==> config.mk <==
export PLATFORM = sky130hd
export DESIGN_NAME = rc6_bus_adapter
export DESIGN_NICKNAME = d
export VERILOG_FILES = /design/src/rtl/rc6_bus_adapter.sv
export SDC_FILE = /design/constraint.sdc
export NUM_CORES = 1
export LEC_CHECK = 0
export CORE_AREA = 2 2 246 272
export DETAILED_ROUTE_END_ITERATION = 6
export DIE_AREA = 0 0 248 274
export GPL_TIMING_DRIVEN = 0
export PLACE_DENSITY = 0.68
export SYNTH_ARGS = -nofsm -noshare
export SYNTH_HDL_FRONTEND = slang
export SYNTH_SLANG_ARGS = --single-unit
export TNS_END_PERCENT = 1
==> constraint.sdc <==
create_clock -name inClk -period 8.07 [get_ports inClk]
set_input_delay 1.614 -clock inClk [delete_from_list [all_inputs] [get_ports inClk]]
set_output_delay 1.614 -clock inClk [all_outputs]
set_load 0.005 [all_outputs]
==> src/rtl/rc6_bus_adapter.sv <==
// rc6_bus_adapter
// Host-side front end for the RC6 coprocessor. A 32-bit register bus loads the
// 256-bit key and 128-bit block, commands key load / encryption, and reads the
// captured ciphertext back. The sequencer strobes the coprocessor and then
// waits for its busy flag to rise and fall again.
//
// Ports:
//   inClk, inReset        clock, synchronous active-low reset
//   inWr/inRd/inAddr      host write/read strobes and word address
//   inWrData, outRdData   host write data, registered read data
//   outRdValid            read data valid (one cycle after inRd)
//   outKey, outData       key/plaintext registers driven to the coprocessor
//   outKeyWr, outDataWr   one-cycle load strobes
//   inBusy, inResult      coprocessor busy flag and ciphertext
//   outIrq                completion/error interrupt level
//
// Build option: RC6_BUS_IRQ_EN enables outIrq; otherwise it is tied low.
module rc6_bus_adapter (
    input  logic         inClk,
    input  logic         inReset,
    input  logic         inWr,
    input  logic         inRd,
    input  logic [4:0]   inAddr,
    input  logic [31:0]  inWrData,
    output logic [31:0]  outRdData,
    output logic         outRdValid,
    output logic [255:0] outKey,
    output logic [127:0] outData,
    output logic         outKeyWr,
    output logic         outDataWr,
    input  logic         inBusy,
    input  logic [127:0] inResult,
    output logic         outIrq
);

    typedef enum logic [2:0] {
        ST_IDLE, ST_KEY_STB, ST_KEY_WAIT_HI, ST_KEY_WAIT_LO,
        ST_DAT_STB, ST_DAT_WAIT_HI, ST_DAT_WAIT_LO
    } state_t;

    state_t         state_q, state_d;
    logic [255:0]   key_q, key_d;
    logic [127:0]   data_q, data_d;
    logic [127:0]   result_q, result_d;
    logic           keyValid_q, keyValid_d;
    logic           done_q, done_d;
    logic           error_q, error_d;
    logic           encPend_q, encPend_d;
    logic [31:0]    rdData_q, rdData_d;
    logic           rdValid_q;

    logic idle, wrKey, wrData, wrCtrl, clr, cmdKey, cmdEnc;
    logic errSet, doneSet, doneClr;

    always_comb begin
        state_d    = state_q;
        key_d      = key_q;
        data_d     = data_q;
        result_d   = result_q;
        keyValid_d = keyValid_q;
        encPend_d  = encPend_q;
        errSet     = 1'b0;
        doneSet    = 1'b0;
        doneClr    = 1'b0;

        idle   = (state_q == ST_IDLE);
        wrKey  = inWr && (inAddr[4:3] == 2'b00);
        wrData = inWr && (inAddr[4:2] == 3'b010);
        wrCtrl = inWr && (inAddr == 5'h0C);
        clr    = wrCtrl && inWrData[2];
        cmdKey = wrCtrl && inWrData[0];
        cmdEnc = wrCtrl && inWrData[1];

        // Operand registers only change while the coprocessor is not using them.
        if (wrKey) begin
            if (idle) begin
                key_d[{inAddr[2:0], 5'b0} +: 32] = inWrData;
                keyValid_d = 1'b0;
            end else begin
                errSet = 1'b1;
            end
        end
        if (wrData) begin
            if (idle) data_d[{inAddr[1:0], 5'b0} +: 32] = inWrData;
            else      errSet = 1'b1;
        end
        if (!idle && (cmdKey || cmdEnc)) errSet = 1'b1;

        case (state_q)
            ST_IDLE: begin
                if (cmdKey) begin
                    state_d   = ST_KEY_STB;
                    encPend_d = cmdEnc;
                    doneClr   = cmdEnc;
                end else if (cmdEnc) begin
                    if (keyValid_q) begin
                        state_d = ST_DAT_STB;
                        doneClr = 1'b1;
                    end else begin
                        errSet = 1'b1;
                    end
                end
            end
            ST_KEY_STB:     state_d = ST_KEY_WAIT_HI;
            ST_KEY_WAIT_HI: if (inBusy) state_d = ST_KEY_WAIT_LO;
            ST_KEY_WAIT_LO: begin
                if (!inBusy) begin
                    keyValid_d = 1'b1;
                    encPend_d  = 1'b0;
                    state_d    = encPend_q ? ST_DAT_STB : ST_IDLE;
                end
            end
            ST_DAT_STB:     state_d = ST_DAT_WAIT_HI;
            ST_DAT_WAIT_HI: if (inBusy) state_d = ST_DAT_WAIT_LO;
            ST_DAT_WAIT_LO: begin
                if (!inBusy) begin
                    result_d = inResult;
                    doneSet  = 1'b1;
                    state_d  = ST_IDLE;
                end
            end
            default:        state_d = ST_IDLE;
        endcase

        // Setting events take priority over CLR.
        done_d = done_q;
        if (clr || doneClr) done_d = 1'b0;
        if (doneSet)        done_d = 1'b1;
        error_d = error_q;
        if (clr)    error_d = 1'b0;
        if (errSet) error_d = 1'b1;

        // Reads see pre-update register values, so a result read in the
        // capture cycle returns the previous result.
        rdData_d = rdData_q;
        if (inRd) begin
            if (inAddr[4:3] == 2'b00)
                rdData_d = key_q[{inAddr[2:0], 5'b0} +: 32];
            else if (inAddr[4:2] == 3'b010)
                rdData_d = data_q[{inAddr[1:0], 5'b0} +: 32];
            else if (inAddr == 5'h0D)
                rdData_d = {28'd0, error_q, done_q, keyValid_q, !idle};
            else if (inAddr[4:2] == 3'b100)
                rdData_d = result_q[{inAddr[1:0], 5'b0} +: 32];
            else
                rdData_d = '0;
        end
    end

    always_ff @(posedge inClk) begin
        if (!inReset) begin
            state_q    <= ST_IDLE;
            key_q      <= '0;
            data_q     <= '0;
            result_q   <= '0;
            keyValid_q <= 1'b0;
            done_q     <= 1'b0;
            error_q    <= 1'b0;
            encPend_q  <= 1'b0;
            rdData_q   <= '0;
            rdValid_q  <= 1'b0;
        end else begin
            state_q    <= state_d;
            key_q      <= key_d;
            data_q     <= data_d;
            result_q   <= result_d;
            keyValid_q <= keyValid_d;
            done_q     <= done_d;
            error_q    <= error_d;
            encPend_q  <= encPend_d;
            rdData_q   <= rdData_d;
            rdValid_q  <= inRd;
        end
    end

    assign outKey     = key_q;
    assign outData    = data_q;
    assign outKeyWr   = (state_q == ST_KEY_STB);
    assign outDataWr  = (state_q == ST_DAT_STB);
    assign outRdData  = rdData_q;
    assign outRdValid = rdValid_q;

`ifdef RC6_BUS_IRQ_EN
    logic irq_q, irq_d;

    always_comb begin
        irq_d = irq_q;
        if (clr)               irq_d = 1'b0;
        if (doneSet || errSet) irq_d = 1'b1;
    end

    always_ff @(posedge inClk) begin
        if (!inReset) irq_q <= 1'b0;
        else          irq_q <= irq_d;
    end

    assign outIrq = irq_q;
`else
    assign outIrq = 1'b0;
`endif

endmodule

======== Word-level counts from Yosys, hierarchy flattened ========
Index checks and enable logic that the tools add are counted.
cells by class
  reductions and logical operators ........ 20
  shift operators ......................... 7
  eq/ne operators ......................... 17
  add/subtract/negate cells ............... 2
  multiplexer cells ....................... 41
  bitwise operators ....................... 1
operators with widths
  operator                   number
  $bwmux 256                 1
  $shift 32x10->256 const A  1
  $shiftx 128x8->32          2
  $shiftx 256x9->32          1
  $shiftx 32x10->256         1
  $bwmux 128                 1
  $mux 32                    4
  $shift 32x9->128 const A   1
  $shiftx 32x9->128          1
  $mux 1                     25
  $mux 3                     8
  $pmux 3 s7                 1
  $eq 3x3->1 const B         4
  $eq 5x4->1 const B         2
  $neg 8->10                 1
  $eq 3x2->1 const B         3
  $neg 7->9                  1
  $ne 2x2->1 const B         4
  $logic_and 1x1->1          7
  $reduce_and 2->1           3
  $reduce_and 6->1           1
  $reduce_bool 2->1          3
  $eq 3x1->1 const B         1
  $logic_not 3->1            1
  other kinds (9)            10
word-level totals
  register bits ........................... 552
  output and inout port bits .............. 420
  logic and storage cells ................. 98
  input port bits ......................... 170

======== Longest topological paths before layout ========
Gate-level depths: netlist of run 1.
  depth after elaboration ................. 11
  mapped depth ............................ 12
  mapped depth without buffers ............ 7

======== Worst setup path after synthesis of run 1 ========
OpenSTA, ideal clock, no wires.
  kind .................................... input port to flip-flop
  start point ............................. input inAddr[1]
  end point ............................... register key_q[140], in the netlist outKey[140]
  setup slack ............................. 4.009 ns
  data required time ...................... 7.994 ns
  data arrival time ....................... 3.986 ns
  stages on the path ...................... 12
  buffers on the path ..................... 5
  setup time .............................. 0.076 ns
  cells stage by stage .................... buf_2 buf_2 buf_4 inv_1 ha_1 ha_1 nor4b_1 and4_1 clkbuf_1 buf_2 nand3_1 a21boi_0
on the way
  longest elaborated chain between the ends .. 3
  elaborated cells between the ends (all ways) .. 4
  classes of those cells .................. add/sub: 1; shift: 2; mux: 1
ends and longest elaborated chain
  item                                                     line  RTL
  from (decl)                                              23    input logic [4:0] inAddr,
  $neg 8->10 (*)                                           77    key_d[{inAddr[2:0], 5'b0} +: 32] = inWrData;
  $shiftx 32x10->256 or $shift 32x10->256 (tied branches)  77
  $bwmux 256 (*)                                           77
  to (signal assigned)                                     164   key_q <= key_d;
  to (decl)                                                42    logic [255:0] key_q, key_d;
Mark *: on every way between the ends. The rest lies on a longest branch, timed or not.
A chain may end at the register's enable or synchronous reset.

======== Worst setup path in the final report of run 1 ========
  start point ............................. input inAddr[1]
  end point ............................... register key_q[19], in the netlist outKey[19]
The elaborated chain is that of the path after synthesis.

==> metrics, run 1 <==
outcome finished with violations; failing checks design-rule violations; initial antenna violation count 6; largest family of logic cells by synthesized area multiplexers; clk sinks 552; htree depth 2; hold_buf cts 0; per-cell routed wire length 28.0 µm; syn_area_per_cell 9.41 µm²; share of layout cells above drive strength 1 10.1%; WL final 118000 µm; Power, Total 6240 µW; Final min period 5.27 ns; Final setup violation count 0; Static Leak 0.0127 µW; crit path max fanout 10; Synth Cell Area 25200 µm²; Setup TNS 0 ns; critical path class in2reg; largest net degree at the start of global routing 16; M1 wire length 45600 µm; CTS tree yes; post_cts resized 0; first-pass GRT wire length 163000 µm; mux cell area share after synthesis 20.7%; register bit total from synthesis 552; Cell variety after synth 52; Worst EP arrival 5.80 ns; warnings from Yosys 0; MaxCap Viol Count 0; Clk pin slew, worst setup/hold paths 0.06 ns; Least-Margin Pin Slew 1.19 ns; most common cell after layout, fill and taps aside nand2_1; RD Place Congestion 0.953; share of the synthesized area in the top cell type 43.9%; clock latency on the worst-skew pair 0.64 ns; Max IR drop VDD 0.128 mV; gr usage total 33.4%; Post-Synth XOR/XNOR Area 0.0348%; crit end category register; Post-CTS Setup Bufs 0; uppermost layer routed met5; fin crit share 65.3%; Die Y 274 µm; Slew HR 20.4%; Synth Area in Adders 0.249%; Final Hold Fails 0; number of enable flip-flop cells after synthesis 0; placed insts 4087; power density over the cells 184 nW/µm²; die area 68000 µm²; sequential share of the synthesized area 43.9%; Async SR Flop Fraction 0%; vias per cell 5.72; Startpoint Class input port; drt first pass iters 7; met3 WL 11400 µm; DRT antenna net count 0; met2 wire len 53900 µm; Hold WC Path Type reg2reg; cell count after synthesis 2673; DRT iter0 DRCs 2269; Core ar. 65500 µm²; Starting Density 38.4%; Area Growth Syn to Fin 34.9%; Max Buffers Root-to-Sink 3; Highest Clock Rate 190 MHz; final non-filler cell total 4201; Buffers on Ports 556; final net count 3466; gr ovfl total 0; Die W 248 µm; syn nets 2848; # IOs 590; number of global-route vias before repair 22.9k; site row count 99; vias 24.0k; Synth Area in Compound Gates 11.7%; Synth Area in Simple Gates 18.2%; Worst Skew 0.0169 ns; CTS Buf Count 60; largest cells by area after synthesis dfxtp_1, nand2_1, mux4_2; RSZ-0062 raised after global routing false; Worst EP required 8.60 ns; ys flop type dfxtp_1; DRC violations left 5; most frequent cells in the layout nand2_1, clkdlybuf4s50_1, dfxtp_1; Synth area leader dfxtp_1; Final Max Slew Viols 0; CTS Root Cell clkbuf_16; post-detail-place hpwl 90400 µm
==> path summary, 6_finish.rpt <==
path | from | endpoint | slack [ns] | cells past startpoint
worst max-delay path | inAddr[1] | outKey[19] | 2.80 | 11
worst min-delay path | result_q[35] | result_q[35] | 0.46 | 2
worst max register to register | state_q[1] | outKey[19] | 5.63 | 7
worst min register to register | result_q[35] | result_q[35] | 0.46 | 2
==> synth_stat cells, types with 18 or more instances <==
library cell / n
o22ai_1: 18
inv_1: 22
dfxtp_1: 552
a21boi_1: 39
nand2_1: 767
mux4_2: 122
a22o_1: 18
a21boi_0: 254
buf_2: 65
mux2i_1: 246
nor2b_1: 42
nor2_1: 26
nand3_1: 179
clkbuf_1: 164
==> power by group <==
group          switching (µW)  leakage, µW  internal (µW)
combinational             303      0.00721            174
clock                    1220      0.00106           1800
sequential               9.05      0.00445           2730
==> critical path, cell delays in order <==
cell and delay [ns]:
clkdlybuf4s50_1 0.55, buf_2 0.40, buf_2 0.46, buf_4 0.32, inv_1 0.11, ha_1 0.41, nor2_1 0.56, nand4_1 0.60
buf_2 0.47, mux2i_1 0.21, nor2b_1 0.06
==> per-layer routing <==
metal / vias up / global-route usage [%]
li1: 10500 / -
met1: 11900 / 42.5
met2: 1381 / 52.8
met3: 307 / 7.70
met4: 8 / 16.9
met5: - / 0
==> state kept, by name (all words and copies together) (netlist names) <==
name,flops
outRdData,32
state_q,3
error_q,1
done_q,1
keyValid_q,1
outKey,256
result_q,128
encPend_q,1
outData,128
outRdValid,1
==> area by class of cell <==
type                    count  area [µm²]
inverters                  22        82.6
repair buffers            556        5570
clock inverters            30         427
fillers                  6102       31600
diodes                      2        5.00
flip-flops and latches    552       11100
clock buffers              82        1710
multi-input cells        1838       12800
plain buffers             261        1230
well taps                 858        1070
==> cells by family (layout without fill, tap and decap cells) <==
family | Yosys count | after routing
simple gates | 1065 | 1065
flops | 552 | 552
compound gates | 398 | 398
mux | 368 | 368
buf+inv | 283 | 951
fa+ha+maj | 5 | 5
other cells | 1 | 3
xor+xnor | 1 | 1
==> stage by stage <==
step / hold WS, ns / setup WS [ns] / utilization [%] / area [µm²]
3_5_place_dp: 0.455 / 2.25 / 48.5 / 31800
2_1_floorplan: 0.440 / 4.01 / - / 25200
3_3_place_gp: 0.447 / 2.23 / 48.5 / 31800
6_report: 0.463 / 2.80 / 51.8 / 33900
4_1_cts: 0.465 / 2.91 / 51.8 / 33900
5_1_grt: 0.481 / 2.63 / 51.8 / 33900
(Power assumes the default switching activity.)
==> inputs of run 2 (changes only) <==
==> constraint.sdc (replaced) <==
create_clock -name inClk -period 5.4 [get_ports inClk]
set_input_delay 1.08 -clock inClk [delete_from_list [all_inputs] [get_ports inClk]]
set_output_delay 1.08 -clock inClk [all_outputs]
set_load 0.005 [all_outputs]
==> results of run 2 <==
Same layout as run 1 (identical final DEF). Status: finished with violations: design-rule violations.
Main changes from that run: setup slack after placement 2.25 ns -> 0.116 ns; setup slack after layout 2.80 ns -> 0.661 ns; register-to-register setup slack 5.63 ns -> 2.96 ns; total power 6240 µW -> 9320 µW; worst IR drop on VDD 0.128 mV -> 0.192 mV
